$ cat config.mk
export PLATFORM = sky130hd
export DESIGN_NAME = lsu_mem_stage
export DESIGN_NICKNAME = d
export VERILOG_FILES = /design/src/rtl/lsu_pkg.sv /design/src/rtl/lsu_load_extend.sv /design/src/rtl/lsu_mem_stage.sv
export SDC_FILE = /design/constraint.sdc
export NUM_CORES = 1
export LEC_CHECK = 0
export BUFFER_PORTS_ARGS = -buffer_cell sky130_fd_sc_hd__buf_4
export CORE_MARGIN = 2
export CORE_UTILIZATION = 53
export DETAILED_ROUTE_END_ITERATION = 8
export PLACE_DENSITY = 0.88
export SLEW_MARGIN = 0
export SYNTH_ARGS = -nofsm -noshare
export SYNTH_HDL_FRONTEND = slang
export SYNTH_SLANG_ARGS = --single-unit
$ cat constraint.sdc
create_clock -name clock -period 7.3 [get_ports clock]
set_clock_uncertainty 0.15 [all_clocks]
set_input_delay 2.19 -clock clock [delete_from_list [all_inputs] [get_ports clock]]
set_output_delay 2.19 -clock clock [all_outputs]
set_load 0.01 [all_outputs]
$ cat src/rtl/lsu_pkg.sv
// Shared definitions for the load/store unit memory stage.
package lsu_pkg;

  // RV32 load/store funct3 codes
  localparam logic [2:0] F3_B  = 3'b000;
  localparam logic [2:0] F3_H  = 3'b001;
  localparam logic [2:0] F3_W  = 3'b010;
  localparam logic [2:0] F3_BU = 3'b100;
  localparam logic [2:0] F3_HU = 3'b101;

  // Data-memory access-size encodings (equal to funct3[1:0] for legal codes)
  localparam logic [1:0] SZ_BYTE = 2'd0;
  localparam logic [1:0] SZ_HALF = 2'd1;
  localparam logic [1:0] SZ_WORD = 2'd2;

  typedef enum logic [1:0] {
    ST_IDLE,
    ST_ACCESS,
    ST_LOAD_WAIT,
    ST_RESP
  } lsu_state_e;

  // Stores only have the signed-looking codes; unsigned variants are loads only.
  function automatic logic f3_legal(input logic we, input logic [2:0] f3);
    logic ok;
    ok = 1'b0;
    case (f3)
      F3_B, F3_H, F3_W: ok = 1'b1;
      F3_BU, F3_HU:     ok = !we;
      default:          ok = 1'b0;
    endcase
    return ok;
  endfunction

  // Number of bytes touched for a given access size.
  function automatic logic [2:0] size_bytes(input logic [1:0] sz);
    logic [2:0] n;
    case (sz)
      SZ_BYTE: n = 3'd1;
      SZ_HALF: n = 3'd2;
      default: n = 3'd4;
    endcase
    return n;
  endfunction

endpackage

$ cat src/rtl/lsu_load_extend.sv
// Load-data extension: picks the right-aligned byte/half/word and extends it.
module lsu_load_extend
  import lsu_pkg::*;
(
  input  logic [2:0]  funct3,
  input  logic [31:0] word,
  output logic [31:0] result
);

  // Sign- or zero-extend according to the load type
  always_comb begin
    result = '0;
    case (funct3)
      F3_B:    result = {{24{word[7]}}, word[7:0]};
      F3_H:    result = {{16{word[15]}}, word[15:0]};
      F3_W:    result = word;
      F3_BU:   result = {24'h000000, word[7:0]};
      F3_HU:   result = {16'h0000, word[15:0]};
      default: result = '0;
    endcase
  end

endmodule

$ cat src/rtl/lsu_mem_stage.sv
// LSU memory stage: validates one request at a time, drives the data memory,
// extends load data and holds the response until it is consumed.
module lsu_mem_stage
  import lsu_pkg::*;
#(
  parameter logic [31:0] BASE      = 32'h01000000,
  parameter int unsigned MEM_DEPTH = 32
) (
  input  logic        clock,
  input  logic        reset,
  input  logic        req_valid,
  output logic        req_ready,
  input  logic        req_we,
  input  logic [2:0]  req_funct3,
  input  logic [31:0] req_addr,
  input  logic [31:0] req_wdata,
  output logic        resp_valid,
  input  logic        resp_ready,
  output logic [31:0] resp_rdata,
  output logic        resp_err,
  output logic        mem_read_write,
  output logic [1:0]  mem_access_size,
  output logic [31:0] mem_address,
  output logic [31:0] mem_data_in,
  input  logic [31:0] mem_data_out
);

  lsu_state_e  state, state_nxt;
  logic        we_r;
  logic [2:0]  f3_r;
  logic        accept;
  logic        bad_f3, misaligned, out_of_range, req_bad;
  logic [32:0] span;
  logic [31:0] load_ext;

  assign accept = req_valid && req_ready;

  // Request legality, evaluated on the raw request so the error path skips memory
  always_comb begin
    bad_f3     = !f3_legal(req_we, req_funct3);
    misaligned = ((req_funct3[1:0] == SZ_HALF) && req_addr[0]) ||
                 ((req_funct3[1:0] == SZ_WORD) && (req_addr[1:0] != 2'b00));
    // Below-BASE is checked separately since the offset would wrap to a small value
    span         = {1'b0, req_addr - BASE} + {30'b0, size_bytes(req_funct3[1:0])};
    out_of_range = (req_addr < BASE) || (span > 33'(MEM_DEPTH));
    req_bad      = bad_f3 || misaligned || out_of_range;
  end

  lsu_load_extend u_extend (
    .funct3 (f3_r),
    .word   (mem_data_out),
    .result (load_ext)
  );

  // State register
  always_ff @(posedge clock or posedge reset) begin
    if (reset) state <= ST_IDLE;
    else       state <= state_nxt;
  end

  // Next-state and state-decoded outputs; strobe is combinational so reset drops it at once
  always_comb begin
    state_nxt      = state;
    req_ready      = 1'b0;
    resp_valid     = 1'b0;
    mem_read_write = 1'b0;
    case (state)
      ST_IDLE: begin
        req_ready = 1'b1;
        if (req_valid) state_nxt = req_bad ? ST_RESP : ST_ACCESS;
      end
      ST_ACCESS: begin
        mem_read_write = we_r;
        state_nxt      = we_r ? ST_RESP : ST_LOAD_WAIT;
      end
      ST_LOAD_WAIT: state_nxt = ST_RESP;
      ST_RESP: begin
        resp_valid = 1'b1;
        if (resp_ready) state_nxt = ST_IDLE;
      end
      default: state_nxt = ST_IDLE;
    endcase
  end

  // Request capture and response data.
  // Address/wdata/size are captured straight into the mem_* registers, and only
  // for legal requests, so those ports keep their last values across error responses.
  always_ff @(posedge clock or posedge reset) begin
    if (reset) begin
      we_r            <= 1'b0;
      f3_r            <= '0;
      mem_address     <= BASE;
      mem_data_in     <= '0;
      mem_access_size <= '0;
      resp_rdata      <= '0;
      resp_err        <= 1'b0;
    end else begin
      if (accept) begin
        we_r       <= req_we;
        f3_r       <= req_funct3;
        resp_err   <= req_bad;
        resp_rdata <= '0;
        if (!req_bad) begin
          mem_address     <= req_addr;
          mem_data_in     <= req_wdata;
          mem_access_size <= req_funct3[1:0];
        end
      end
      if (state == ST_LOAD_WAIT) resp_rdata <= load_ext;
    end
  end

endmodule

==> impl_results.md, run 1 <==
* Avg Vias per Cell at 5.61
* Sequential share of power at 44.9%
* Global-route wire length before repair at 20300 um
* Synth Flop Type: dfrtp_1
* Final Non-Filler Cells at 801
* Hold path endpoint: resp_rdata[30]$_DFFE_PP0P_
* GRT Overall Usage at 24.2%
* Residual DRC at 0
* Worst VDD drop at approximately 0.13 mV
* Synth warn at 0
* EDFF count, synth at 0
* Post-synthesis sequential area ratio at 50.7%
* N_diodes at 0
* Hold depth at 2
* Worst Path Max Fanout at 19
* Hpwl dp at between 10000 and 15000 um
* Vias post-DR at 4492
* FF-to-FF Start: state[0]$_DFFE_PP0P_
* WL per Instance at between 15 and 20 um
* Power Dens Cells at 226 nW/um^2
* Row cnt at 36
* Synth async-reset ratio at 100%
* Post-synth top area cell: dfrtp_1
* Placed cell area at 6780 sq um
* Slew @ Worst Pin at 0.668 ns
* Die area at between 10000 and 15000 sq um
* Root buffer cell: clkbuf_8
* 1st-iter DRT viols at 190
* Switching part of the total power at 34.9%
* Reg2reg setup slack at about 4.7 ns
* Worst setup startpoint: req_funct3[0]
* Leakage at 3.55 nW
* Final period util at 81.6%
* Nature of the critical path endpoint: register
* R2R depth at 7
* Max Buffers Root-to-Sink at 2
* Die Span X at 103 um
* CTS tree: yes
* Critical Path RT at around 7.4 ns
* Largest net degree at the start of global routing at 55
* Clk Latency, worst-skew pair at about 0.36 ns
* Fin area at 6970 sq um
* Hold_buf cts at 0
* Post-Syn Nets at between 500 and 600
* Clk pwr share at 21.7%
* Setup Viol. Count Final at 0
* Total core area at 9640 sq um
* Seq cells post-synth at 105
* GPL Wtd Cong at 0.862
* Global route overflow at 0
* Fin Setup TNS at 0 ns
* Reg-to-reg endpoint: mem_data_in[14]$_DFFE_PP0P_
* Setup Buffers After CTS at 0
* Share of the synthesized area in the top cell type at 50.2%
* Final #Nets at 776
* Status: finished clean
* # port buffers at 205
* Synth top area cells: dfrtp_1 50%, mux2_2 8.9%, mux2_1 5.4%
* Unique cell type count in the Yosys netlist at 51
* Share of layout cells above drive strength 1 at 40.9%
* RSZ-0062 raised after global routing: false
* I/O Pins at 206
* Relative max-transition margin at a little under three fifths
* Startpoint Class: input port
* Utilization after layout at 72.3%
* Post-placement cell count at slightly below 800
* Average size of a mapped cell at 11.1 sq um
* Combinational power share at around a third
* Number of max-cap violations at 0
* Starting density of the core at 53.8%
* Fin. max-slew vios at 0
* Synthesis-to-finish area growth at 34.3%
* Fmax achieved at 0.168 GHz
* Critical path type: in2reg
* Vias in the first global route at 4307
* Sink Count at 105
* Tmin final at 5.95 ns
* Int Pwr at approximately 1 mW
* Critical path data arrival time at 6.05 ns
* Fillers at 733
* H-tree lvl count at 3
* Post-Synthesis Cells at ~470
* Clock slew at reported path FFs at 0.10 ns
* NetSw at 0.550 mW
* DIE HEIGHT at 103 um
* Antenna violations before repair at 0
* ANT nets after route at 0
* Drt pass-1 iters at 4
* CTS Buf Count at 9
* HP Class: reg2reg
* Cell area after synthesis at 5190 sq um
* Final Hold Viols at 0
* WL final at 13500 um
* PostCTS Resize Cnt at 0
* Min-delay src: resp_rdata[30]$_DFFE_PP0P_
[metrics by stage]
step | total power, mW | hold slack (ns) | worst slack, ns
after floorplan | 1.01 | 0.321 | 1.60
after global placement | 1.22 | 0.316 | 1.17
after detailed placement | 1.25 | 0.323 | 0.998
after CTS | 1.59 | 0.345 | 1.38
after global routing | 1.68 | 0.362 | 1.19
final | 1.58 | 0.340 | 1.35
[critical path, cell delays in order]
cell      delay [ns]
buf_4           0.12
nor2_1          0.06
ha_1            0.20
fa_1            0.45
or3b_1          0.38
a211o_1         0.30
a41oi_1         0.22
a311oi_1        0.07
or4_1           0.52
nor4_1          0.34
and4b_2         0.49
buf_4           0.32
mux2_2          0.37
[per-layer routing]
metal | vias to the layer above | track usage, % | wire [um] | part of all wire [%]
li1 | 2097 | - | - | -
met1 | 2198 | 28.9 | 5420 | 40
met2 | 187 | 43.4 | 6860 | 51
met3 | 10 | 6.44 | 1140 | 8.4
met4 | 0 | 6.17 | 108 | 0.80
met5 | - | 0 | 0 | 0
[synth_stat cells, drive strengths merged (3+ instances only)]
| cell type | n |
|---|---|
| dfrtp | 104 |
| mux2 | 66 |
| nand2 | 40 |
| a21oi | 33 |
| o21ai | 30 |
| clkbuf | 18 |
| nor2 | 16 |
| inv | 12 |
| nand3 | 12 |
| nor3 | 11 |
| xnor2 | 11 |
| a22o | 10 |
| buf | 10 |
| ha | 8 |
| nand4 | 7 |
| xor2 | 7 |
| and2 | 5 |
| and4 | 5 |
| nor2b | 5 |
| o31ai | 5 |
| and3 | 4 |
| o22ai | 4 |
| or3 | 4 |
| or4 | 4 |
| a211o | 3 |
| a211oi | 3 |
| a31oi | 3 |
| mux2i | 3 |
| nor4 | 3 |
[layout by cell type, fill, tap and decap left out, drive strengths merged, types with 3 or more instances in the layout]
master / count
and3: 4
nor2: 16
nor4: 3
nor2b: 5
a22o: 10
nand4: 7
xnor2: 11
mux2i: 3
mux2: 66
nand2: 40
a211o: 3
and4: 5
nor3: 11
o21ai: 30
xor2: 7
o31ai: 5
clkbuf: 10
buf: 212
and2: 5
a31oi: 3
a211oi: 3
o22ai: 4
dfrtp: 104
ha: 8
inv: 16
a21oi: 33
nand3: 12
or4: 4
or3: 4
[final cells by class]
cell class,instances,area [sq um],share of cell area (%)
sequential,105,2630,37.7
tap,133,166,2.39
timing repair buffer,212,1600,23.0
inverter,12,47.5,0.683
clock buffer,10,128,1.83
clock inverter,6,57.6,0.826
multi-input combinational,323,2330,33.5
[cell families (layout without fill, tap and decap cells)]
family / after synthesis / after routing / share of synthesized area (%)
AO/OA/AOI/OAI: 102 / 102 / 12.1
XOR/XNOR: 18 / 18 / 3.04
adder cells (fa/ha/maj): 9 / 9 / 2.32
buffers and inverters: 40 / 240 / 4.41
flip-flops: 105 / 105 / 50.7
multiplexers: 69 / 69 / 14.9
AND/OR/NAND/NOR: 125 / 125 / 12.5
[state kept, by name, indices dropped and copies added (netlist names)]
signal / cells
f3_r: 3
mem_access_size: 2
mem_address: 32
mem_data_in: 32
resp_err: 1
resp_rdata: 32
state: 2
we_r: 1
[how the worst max path moves through the flow]
| stage | to | slack [ns] | cells past startpoint |
|---|---|---|---|
| 2_1_floorplan | mem_address[0]$_DFFE_PP0P_ | 1.60 | 14 |
| 3_3_place_gp | mem_data_in[15]$_DFFE_PP0P_ | 1.17 | 13 |
| 3_5_place_dp | mem_data_in[13]$_DFFE_PP0P_ | 1.0 | 13 |
| 4_1_cts | mem_data_in[16]$_DFFE_PP0P_ | 1.38 | 13 |
| 5_1_grt | mem_data_in[16]$_DFFE_PP0P_ | 1.19 | 13 |
| 6_report | mem_data_in[14]$_DFFE_PP0P_ | 1.35 | 13 |
[power by group through the flow]
stage               combinational, mW  sequential [mW]  clock (mW)
floorplan                       0.280            0.734           0
global placement                0.504            0.714           0
detailed placement              0.527            0.720           0
CTS                             0.530            0.708       0.350
global route                    0.581            0.720       0.375
finish                          0.527            0.708       0.343
(Power assumes the default switching activity.)
==> inputs of run 2 (changes only) <==
ABC_AREA = 1   (was unset)
CORE_UTILIZATION = 47   (was 53)
PLACE_DENSITY = 0.79   (was 0.88)
clock period = 4.8 ns   (was 7.3 ns; I/O delays follow)
==> run 2 against run 1 <==
  * Synthesized cell count rose by 110%
  * Via count rose by 60%
  * Sequential share of layout area fell by 6.8 points
  * Global-route usage rose by 3.1 points
  * Clock power rose by 100%
  * Routed wire length rose by 51%
  * Largest power group unchanged
==> impl_results.md, run 2 <==
* Post-synthesis sequential area ratio at 40.0%
* Most frequent cells in the layout: 351 x nand2_1, 212 x buf_4, 104 x dfrtp_1
* Share of the synthesized area in the top cell type at between 30 and 40%
* Share of layout cells above drive strength 1 at 22.3%
* Worst VDD drop at ~0.21 mV
* Die Span X at 122 um
* Vias in the first global route at 6559
* Setup Buffers After CTS at 0
* Status: finished clean
* Top post-synthesis cells by count: 351 x nand2_1, 104 x dfrtp_1, 102 x inv_1
* Average size of a mapped cell at between 6 and 7 sq um
* Post-Synthesis Cells at 985
* Fin area at 8500 sq um
* Reg2reg setup slack at 2.13 ns
* Post-synth top area cell: dfrtp_1
* Max Buffers Root-to-Sink at 2
* Worst Path Max Fanout at 66
* Mux cell area share after synthesis at 0%
* Sink Count at around 110
* Starting density of the core at a little under half
* Largest stage delay on the critical path at 0.56 ns
* H-tree lvl count at 3
* Global-route wire length before repair at 32300 um
* Unique cell type count in the Yosys netlist at 29
* Sequence of cells on the critical path: buf_4, nor2_1, ha_1, fa_1, nand3_1, nand2_2, nand2_2, nor2_4, nand2_2, o21ai_0, nand2_1, nand3_2, nor2_4, nand4_1, buf_4, nand2_1, nand2_1
* Most frequent cell after synthesis: nand2_1
* RSZ-0062 raised after global routing: false
* Final period util at between 80% and 90%
* Root buffer cell: clkbuf_16
* ANT nets after route at 0
* Synth async-reset ratio at 100%
* Fin. max-slew vios at 0
* # port buffers at between 200 and 250
* Seq cells post-synth at between 100 and 150
* Final #Nets at 1282
* Critical path data arrival time at roughly 4.3 ns
* Clock slew at reported path FFs at 0.07 ns
* 1st-iter DRT viols at approximately 600
* Commonest non-fill, non-tap cell in the layout: nand2_1
* Setup Viol. Count Final at 0
* CTS Buf Count at 9
* Utilization after layout at 61.7%
* Critical path type: in2reg
* Synth Area in Compound Gates at under 10%
* CP top delay family: simple AND/OR/NAND/NOR gates
* Global route overflow at 0
* Top flop regs: mem_address: 32 flops, mem_data_in: 32 flops, resp_rdata: 32 flops
* Number of max-cap violations at 0
* Largest family of logic cells by synthesized area: simple AND/OR/NAND/NOR gates
* Power Dens Cells at 325 nW/um^2
* WL per Instance at 15.1 um
* WL final at 20400 um
* Die area at 15000 sq um
* Critical Path RT at 4.94 ns
* Residual DRC at 0
* Row cnt at 43
* Fmax achieved at roughly 0.24 GHz
* Final Non-Filler Cells at 1354
* N_diodes at 0
* Nature of the critical path endpoint: register
* Synth warn at 0
* Final Hold Viols at 0
* Placed cell area at 8230 sq um
* GRT Overall Usage at 27.3%
* WP buf/inv at 2
* Cell area after synthesis at 6580 sq um
* Hold_buf cts at 0
* CTS tree: yes
* Synth top area cells: dfrtp_1 40%, nand2_1 20%, nand4_1 6.9%
* Drt pass-1 iters at 5
* PostCTS Resize Cnt at 0
* Synth Flop Type: dfrtp_1
* DIE HEIGHT at 122 um
* Synthesis-to-finish area growth at 29.2%
* Hpwl dp at about 15000 um
* CP max stage cell: buf_4
* Tmin final at around 4.1 ns
* Avg Vias per Cell at between 5 and 6
* Relative max-transition margin at 50.9%
* Largest net degree at the start of global routing at 67
* Leakage at 4.81 nW
* Startpoint Class: input port
* Total core area at 13800 sq um
* Post-Synth XOR/XNOR Area at 0.133%
* Fin Setup TNS at 0 ns
* Slew @ Worst Pin at 0.728 ns
* Synth Area in Simple Gates at 42.7%
* Clk Latency, worst-skew pair at 0.35 ns
* I/O Pins at 206
* EDFF count, synth at 0
* Post-placement cell count at ~1300
* Post-synthesis adder-cell area fraction at 1.83%
* Total power at 2.76 mW
* Antenna violations before repair at 0
* GPL Wtd Cong at 1.01
* HP Class: reg2reg
* Post-Syn Nets at 1098
* Vias post-DR at 7184
[run 2: changes by cell type in the layout (fill, tap and decap cells not counted), sizes merged, moves of 6 or more]
cell   change
nand2    +316
inv       +97
nor2      +95
nand3     +77
mux2      -66
nand4     +66
o21ai     +15
xnor2     -11
a22o      -10
xor2       -6
[run 2: through the flow]
| step | hold WS, ns | setup WS (ns) |
|---|---|---|
| floorplan | 0.299 | 0.451 |
| global placement | 0.307 | 0.452 |
| detailed placement | 0.317 | 0.322 |
| CTS | 0.331 | 0.702 |
| global route | 0.345 | 0.327 |
| finish | 0.327 | 0.674 |
[run 2: routing by layer]
metal,global-route usage (%),up-vias,part of all wire [%],wire length (um)
met5,0,-,0,0
met4,8.84,0,2.5,512
met3,6.18,37,7.4,1510
met2,45.4,253,47,9660
met1,35.2,3358,43,8760
li1,-,3536,-,-
[run 2: path summary, 6_finish.rpt]
check	startpoint	to	cells past startpoint
worst max-delay path	req_funct3[0]	mem_data_in[9]$_DFFE_PP0P_	17
worst min-delay path	mem_address[24]$_DFFE_PP1P_	mem_address[24]$_DFFE_PP1P_	2
worst max register to register	state[0]$_DFFE_PP0P_	mem_data_in[9]$_DFFE_PP0P_	9
worst min register to register	mem_address[24]$_DFFE_PP1P_	mem_address[24]$_DFFE_PP1P_	2
max in group asynchronous	reset	mem_address[24]$_DFFE_PP1P_	3
min in group asynchronous	reset	mem_data_in[28]$_DFFE_PP0P_	2
[run 2: power by group]
group	internal, mW	switching (mW)	total [mW]
sequential	1.01	0.0745	1.09
combinational	0.375	0.607	0.982
clock	0.367	0.325	0.693
[run 2: layout make-up]
type                       count  area, sq um
fill                        1291         5270
multi-input combinational    725         3310
clock inverter                 4         28.8
sequential                   105         2630
clock buffer                  12          246
inverter                     114          430
timing repair buffer         214         1630
tap                          180          225
[run 2: cell families after synthesis]
logic type / count (synthesis)
buffers and inverters: 155
adders and majority gates: 9
xor gates and xnor gates: 1
DFF: 105
and+or+nand+nor: 641
AOI/OAI and AO/OA: 74
[run 2: tightest hold or removal path, delay by kind of cell, from the launching register on]
family | cells | cell delay [ns]
DFF | 1 | 0.38
and+or+nand+nor | 2 | 0.11
